===== src/rtl/seq_divider_pkg.sv =====
// seq_divider_pkg: state encoding and sizing shared by the divider and its step cell.
package seq_divider_pkg;
  typedef enum logic [1:0] {
    IDLE = 2'd0,
    RUN  = 2'd1,
    FIX  = 2'd2,
    DONE = 2'd3
  } state_e;
  localparam int DEF_WIDTH = 16;
  function automatic int cnt_width(int w);
    return $clog2(w);
  endfunction
  localparam int DEF_CNT_W = cnt_width(DEF_WIDTH);
endpackage


===== src/rtl/seq_divider_div_step.sv =====
// div_step: one restoring-division step, shift in a dividend bit then trial-subtract the divisor.
module div_step
  import seq_divider_pkg::*;
#(
  parameter int WIDTH = DEF_WIDTH
) (
  input  logic [WIDTH:0]   rem_i,
  input  logic             bit_i,
  input  logic [WIDTH-1:0] dvs_i,
  output logic [WIDTH:0]   rem_o,
  output logic             q_o
);
  logic [WIDTH+1:0] sh;
  logic [WIDTH+1:0] diff;
  always_comb begin
    sh    = {rem_i, bit_i};
    diff  = sh - {2'b00, dvs_i};
    q_o   = ~diff[WIDTH+1];
    rem_o = q_o ? diff[WIDTH:0] : sh[WIDTH:0];
  end
endmodule


===== src/rtl/seq_divider.sv =====
// seq_divider: multi-cycle radix-2 restoring divider, signed/unsigned, one quotient bit per clock.
module seq_divider
  import seq_divider_pkg::*;
#(
  parameter int WIDTH = DEF_WIDTH
) (
  input  logic             clk,
  input  logic             rst,
  input  logic             start,
  input  logic             signed_op,
  input  logic [WIDTH-1:0] dividend,
  input  logic [WIDTH-1:0] divisor,
  output logic             busy,
  output logic             done,
  output logic [WIDTH-1:0] quotient,
  output logic [WIDTH-1:0] remainder,
  output logic             div_by_zero
);
  localparam int CW = cnt_width(WIDTH);
  state_e           state_q, state_d;
  logic [CW-1:0]    cnt_q, cnt_d;
  logic [WIDTH:0]   rem_q, rem_d, rem_nx;
  logic [WIDTH-1:0] quo_q, quo_d, dvs_q, dvs_d;
  logic [WIDTH-1:0] quotient_q, quotient_d, remainder_q, remainder_d;
  logic             qneg_q, qneg_d, rneg_q, rneg_d, dbz_q, dbz_d;
  logic             q_bit, go;

  // quo_q doubles as the dividend shift register: its MSB feeds the step, the new quotient bit enters at the LSB
  div_step #(.WIDTH(WIDTH)) u_step (
    .rem_i(rem_q),
    .bit_i(quo_q[WIDTH-1]),
    .dvs_i(dvs_q),
    .rem_o(rem_nx),
    .q_o  (q_bit)
  );

  always_comb begin
    state_d     = state_q;
    cnt_d       = cnt_q;
    rem_d       = rem_q;
    quo_d       = quo_q;
    dvs_d       = dvs_q;
    qneg_d      = qneg_q;
    rneg_d      = rneg_q;
    quotient_d  = quotient_q;
    remainder_d = remainder_q;
    dbz_d       = dbz_q;
    go          = start & (state_q == IDLE || state_q == DONE);
    if (go && divisor == '0) begin
      state_d     = DONE;
      quotient_d  = '1;
      remainder_d = dividend;
      dbz_d       = 1'b1;
    end else if (go) begin
      state_d = RUN;
      quo_d   = (signed_op & dividend[WIDTH-1]) ? -dividend : dividend;
      dvs_d   = (signed_op & divisor[WIDTH-1]) ? -divisor : divisor;
      qneg_d  = signed_op & (dividend[WIDTH-1] ^ divisor[WIDTH-1]);
      rneg_d  = signed_op & dividend[WIDTH-1];
      rem_d   = '0;
      cnt_d   = CW'(WIDTH - 1);
    end else if (state_q == RUN) begin
      rem_d   = rem_nx;
      quo_d   = {quo_q[WIDTH-2:0], q_bit};
      cnt_d   = cnt_q - CW'(1);
      state_d = (cnt_q == '0) ? FIX : RUN;
    end else if (state_q == FIX) begin
      quotient_d  = qneg_q ? -quo_q : quo_q;
      remainder_d = rneg_q ? -rem_q[WIDTH-1:0] : rem_q[WIDTH-1:0];
      dbz_d       = 1'b0;
      state_d     = DONE;
    end else if (state_q == DONE) begin
      state_d = IDLE;
    end
  end

  always_ff @(posedge clk or posedge rst) begin
    if (rst) begin
      state_q     <= IDLE;
      cnt_q       <= '0;
      rem_q       <= '0;
      quo_q       <= '0;
      dvs_q       <= '0;
      qneg_q      <= 1'b0;
      rneg_q      <= 1'b0;
      quotient_q  <= '0;
      remainder_q <= '0;
      dbz_q       <= 1'b0;
    end else begin
      state_q     <= state_d;
      cnt_q       <= cnt_d;
      rem_q       <= rem_d;
      quo_q       <= quo_d;
      dvs_q       <= dvs_d;
      qneg_q      <= qneg_d;
      rneg_q      <= rneg_d;
      quotient_q  <= quotient_d;
      remainder_q <= remainder_d;
      dbz_q       <= dbz_d;
    end
  end

  assign busy        = (state_q == RUN) || (state_q == FIX);
  assign done        = (state_q == DONE);
  assign quotient    = quotient_q;
  assign remainder   = remainder_q;
  assign div_by_zero = dbz_q;
endmodule

===== config.mk =====
export PLATFORM = sky130hd
export DESIGN_NAME = seq_divider
export DESIGN_NICKNAME = d
export VERILOG_FILES = /design/src/rtl/seq_divider_pkg.sv /design/src/rtl/seq_divider_div_step.sv /design/src/rtl/seq_divider.sv
export SDC_FILE = /design/constraint.sdc
export NUM_CORES = 1
export LEC_CHECK = 0
export BUFFER_PORTS_ARGS = -buffer_cell sky130_fd_sc_hd__buf_4
export CAP_MARGIN = 20
export CORE_MARGIN = 5
export CORE_UTILIZATION = 55
export CTS_BUF_LIST = sky130_fd_sc_hd__clkbuf_8
export CTS_CLUSTER_DIAMETER = 80
export DETAILED_ROUTE_END_ITERATION = 8
export PLACE_DENSITY = 0.76
export REMOVE_ABC_BUFFERS = 1
export SLEW_MARGIN = 20
export SYNTH_ARGS = -nofsm -noshare
export SYNTH_HDL_FRONTEND = slang
export SYNTH_SLANG_ARGS = --single-unit

===== constraint.sdc =====
create_clock -name clk -period 3.9 [get_ports clk]
set_clock_uncertainty 0.1 [all_clocks]
set_input_delay 0.39 -clock clk [delete_from_list [all_inputs] [get_ports clk]]
set_output_delay 0.39 -clock clk [all_outputs]
set_load 0.02 [all_outputs]

# [Word-level counts from Yosys, hierarchy flattened]
# Cells that the tools add are included.
[word_totals] reg_bits=90 latch_bits=0 ramBits=0 romBits=0 inputBits=36 wordCells=69 n_memories=0
[classes] add_sub_neg=6 mul=0 div=0 magnitude_cmp=0 eq_ne=5 shifts=0 muxes=29 n_bitwise=7 n_reduce_logical=12
[ops] cell="16-bit 2-to-1 mux" n=14
[ops] cell="16-bit negation" n=4
[ops] cell="17-bit 2-to-1 mux" n=3
[ops] cell="18-bit by 16-bit subtractor with 18-bit output" n=1
[ops] cell="16-bit logical NOT" n=1
[ops] cell="2-bit 2-to-1 mux" n=6
[ops] cell="4-bit 2-to-1 mux" n=2
[ops] cell="5-bit nonzero test" n=1
[ops] cell="1-bit bitwise AND" n=4
[ops] cell="2-bit equality test, second input constant" n=2
[ops] cell="4-bit logical NOT" n=1
[ops] cell="1-bit 2-to-1 mux" n=4
[ops] cell="2-bit AND reduction" n=2
[ops] cell="2-bit nonzero test" n=2
[ops] cell="4-bit by 1-bit subtractor with 4-bit output, second input constant" n=1
[ops] cell="3-bit AND reduction" n=1
[ops] cell="2-bit by 1-bit equality test with 1-bit output, second input constant" n=1
[ops] cell="2-bit logical NOT" n=1
[ops] cell="1-bit logical OR" n=2
[ops] cell="2-bit by 1-bit inequality test with 1-bit output, second input constant" n=1
[ops] cell="2-bit inequality test, second input constant" n=1
[ops] cell="1-bit inverter" n=2
[ops] cell="1-bit logical AND" n=1
[ops] cell="1-bit XOR" n=1

# [Logic depth before layout (Yosys ltp)]
[depth] word_depth=6 mapped_depth=11

# [Hierarchy]
# A second synthesis with hierarchy kept.
[hier_totals] cells_unflattened=664 hier_area_um2=6039.5
[modules_own_cells] mod="seq_divider" instances=1 cells_each=515 area_each_um2=4893.4
[modules_own_cells] mod="div_step" instances=1 cells_each=149 area_each_um2=1146.1

# [Least setup slack after synthesis]
# Ideal clock, no wire load.
[synth_path] path_kind="reg-to-reg" start="reg rem_q[9]" end="reg rem_q[1]" setup_time_ns=0.133 t_arrival_ns=2.540 required_time_ns=3.667 slack_ns=1.126 path_stages_with_launch=11 path_buffers=2 period_less_slack_ns=2.774 path_cell_list="dfrtp_1 > ha_1 > a21oi_1 > o21ai_0 > or2_2 > or4_1 > and4_1 > buf_2 > buf_2 > mux2i_1 > o21ai_0"
[synth_via] elab_chain_cells=4
[synth_lines] element="start: declaration" line="seq_divider.sv:22" source="logic [WIDTH:0] rem_q, rem_d, rem_nx;"
[synth_lines] element="start signal: assignment" line="seq_divider.sv:92" source="rem_q <= rem_d;"
[synth_lines] element="18-bit by 16-bit subtractor with 18-bit output" line="seq_divider_div_step.sv:17" source="diff = sh - {2'b00, dvs_i};"
[synth_lines] element="17-bit 2-to-1 mux" line="seq_divider_div_step.sv:19" source="rem_o = q_o ? diff[WIDTH:0] : sh[WIDTH:0];"
[synth_lines] element="17-bit 2-to-1 mux" line="seq_divider.sv:62" source="end else if (state_q == RUN) begin"
[synth_lines] element="17-bit 2-to-1 mux" line="seq_divider.sv:54" source="end else if (go) begin"
# No other way between the ends. The select of a mux whose other input is x is not followed.
# A chain may end at the register's enable or synchronous reset.

# [Worst setup path in the final report]
[layout_path] start="reg rem_q[9]" end="reg rem_q[8]"
# Same word-level chain as after synthesis.

==> summary.txt <==
Power and ir drop
  – Maximum VDD drop: 0.385 mV
  – Cell Int Power: 0.00308 W
  – Clock network fraction of design power: 0.120
  – Switching Fraction: 0.473
  – Design Power: 0.00585 W
  – Sw Pwr: 0.00276 W
  – Combinational share of power: 0.581
  – Sequential fraction of design power: 0.299
  – Leakage: 3.07 nW
  – Power Dens Cells: 871 nW/um^2

STA
  – Final Cycle Share: 0.824
  – Final Max Slew Viols: 0
  – Fmax: 311 MHz
  – Worst-Margin Slew: 914 ps
  – Post-route setup slack: 688 ps
  – Final Hold Vio Count: 0
  – Setup_tns: 0 ps
  – Finish-stage setup viols: 0
  – RSZ-0062 raised after global routing: false
  – Final worst path period need: roughly 3200 ps
  – Relative slew slack: 0.391

Critical path
  – Reg2reg path depth: 8
  – CP max FO: 14
  – Crit path launch type: flop
  – Worst reg2reg endpoint: rem_q[8]
  – FF-to-FF Start: rem_q[9]
  – Crit path arrival time: 3340 ps
  – Critical Path RT: 4030 ps
  – Crit path kind: reg -> reg
  – Endpoint class of the critical path: flop
  – Reg2reg setup slack: a little under 700 ps

Floorplanning
  – Die Width: between 100 and 150 um
  – Die height: ~110 um
  – IO Count: 71
  – Core Area: 10400 um^2
  – Starting Density: 0.568
  – Die Footprint: 12900 um^2
  – Site Rows: 37

Placed design
  – I/O Buffers: 70
  – Gpl congestion: approximately 1.0
  – Pre-CTS setup slack: 675 ps
  – DP Wirelength: 11100 um

Global route
  – Vias in the first global route: 5223
  – Initial antenna violation count: 0
  – Largest net degree at the start of global routing: 39
  – Remaining Overflow, GRT: 0
  – First-pass GRT wire length: 24900 um
  – GRT Resource Usage Total: 0.235

Clocking
  – CTS tree: built
  – CTS Buf Count: 9
  – Post-CTS Setup Inserts: 0
  – H-tree Lvls: 3
  – CTS Hold Bufs: 1
  – Skew-Pair Late Insertion Delay: between 300 and 400 ps
  – Clock Path Buffers: 2
  – Clock root buffer master: clkbuf_8
  – Post-cts sizing count: 0
  – Clock Pin Slew Worst Setup and Hold Paths: approximately 110 ps
  – Clock sink total: 90

Final layout
  – Area Overhead vs Synth: 13.9%
  – Post-layout util: 0.648
  – Commonest non-fill, non-tap cell in the layout: dfrtp_1
  – Fillers: 876
  – Fin nets: 803
  – Number of diodes: 0
  – Layout cells sized above 1: 0.142
  – Most frequent cells in the layout: 90 x dfrtp_1, 77 x buf_4, 72 x o21ai_0

Routing
  – DRT iter0 DRCs: 341
  – First-pass detailed-route iteration total: 5
  – DRC Markers: 0
  – Total Routed Length: between 10000 and 15000 um
  – DR vias/cell: 6.00
  – Post-route ant nets: 0
  – Via count: 5289
  – DR WL/cell: 16.9 um

Min path
  – Worst Hold Endpoint: remainder[4]
  – Hold WC Path Type: in -> reg
  – Hold path start: dividend[4]
  – Worst Hold Depth: 2

Yosys
  – #FFs+latches synth: 90
  – Synthesized area per cell: 8.62 um^2
  – Post-Synthesis Cell Area: 5890 um^2
  – Post-synth EDFFs: 0
  – Main area contributors after synthesis: dfrtp_1 38%, xor2_1 6.2%, o21ai_0 6.1%
  – Sequential fraction of the synthesis area: 0.382
  – Mapped Cells: 684
  – Post-synth cell types: 57
  – YS warnings: 0
  – Synth area leader: dfrtp_1
  – FFs w/ async S/R, synth: 1.00
  – Synth top area share: 0.382
  – Top_reg_cell synth: dfrtp_1

Flow run
  – Max Cap Violations: 0

Status
  – Status: finished clean
==> how the worst max path moves through the flow <==
stage | from | slack, ps | endpoint
2_1_floorplan | state_q[0] | 770 | remainder[1]
3_3_place_gp | divisor[0] | 780 | remainder[6]
3_5_place_dp | divisor[0] | 680 | remainder[3]
4_1_cts | rem_q[9] | 750 | rem_q[14]
5_1_grt | rem_q[9] | 390 | rem_q[3]
6_report | rem_q[9] | 690 | rem_q[8]
==> registers in the layout, indices dropped and copies added, names as in the netlist <==
signal and count:
rem_q 17, dvs_q 16, quo_q 16, quotient 16, remainder 16, cnt_q 4
state_q 2, div_by_zero 1, qneg_q 1, rneg_q 1
==> power by group through the flow <==
stage	logic [W]	registers (W)	clock network [W]
after global routing	0.00379	0.00180	0.000745
after CTS	0.00336	0.00174	0.000711
final	0.00340	0.00175	0.000702
after global placement	0.00321	0.00174	0
after floorplan	0.00244	0.00176	0
after detailed placement	0.00334	0.00176	0
==> critical path, cell delays in order (launching register included) <==
cell and delay (ps):
dfrtp_1 500, ha_1 420, a21oi_1 250, o21ai_0 240, or2_2 330, or4_1 420, and4_1 450, mux2i_1 270
o21ai_0 90
==> layout make-up <==
class                      count  area [um^2]  area share
sequential                    90         2250       0.335
clock inverter                 7         92.6      0.0138
timing repair buffer          78          588      0.0876
tap                          136          170      0.0253
multi-input combinational    520         3330       0.496
inverter                      42          159      0.0237
clock buffer                   9          124      0.0184
==> stage by stage <==
stage	instance area, um^2	cells	hold WS, ps
after floorplan	5740	652	350
after global placement	6490	865	366
after detailed placement	6490	865	370
after CTS	6720	882	163
after global routing	6720	882	167
final	6720	882	174
==> cells by family after synthesis <==
| family | after synthesis | share of synthesized area |
|---|---|---|
| and+or+nand+nor | 202 | 0.165 |
| adders and majority gates | 26 | 0.0565 |
| buffers and inverters | 74 | 0.0529 |
| muxes | 16 | 0.0272 |
| xor gates and xnor gates | 67 | 0.0996 |
| DFF | 90 | 0.382 |
| AOI/OAI and AO/OA | 209 | 0.217 |
==> Yosys cell counts (6+ instances only) <==
| master | instances |
|---|---|
| dfrtp_1 | 90 |
| o21ai_0 | 72 |
| nand2_1 | 65 |
| a21oi_1 | 64 |
| nor2_1 | 59 |
| inv_1 | 42 |
| xor2_1 | 42 |
| ha_1 | 25 |
| xnor2_1 | 25 |
| clkbuf_1 | 19 |
| nand3_1 | 17 |
| mux2i_1 | 16 |
| o31ai_1 | 13 |
| a221o_1 | 9 |
| a22oi_1 | 8 |
| or3_1 | 8 |
| a21o_1 | 7 |
| a32oi_1 | 6 |
| and2_1 | 6 |
| nand4_1 | 6 |
| or2_2 | 6 |
==> per-layer routing <==
layer / share of wire / up-vias / global-route usage
li1: - / 2545 / -
met1: 0.41 / 2529 / 0.291
met2: 0.51 / 185 / 0.430
met3: 0.057 / 30 / 0.0244
met4: 0.018 / 0 / 0.0705
met5: 0 / - / 0
Power figures use the tool's default switching activity.
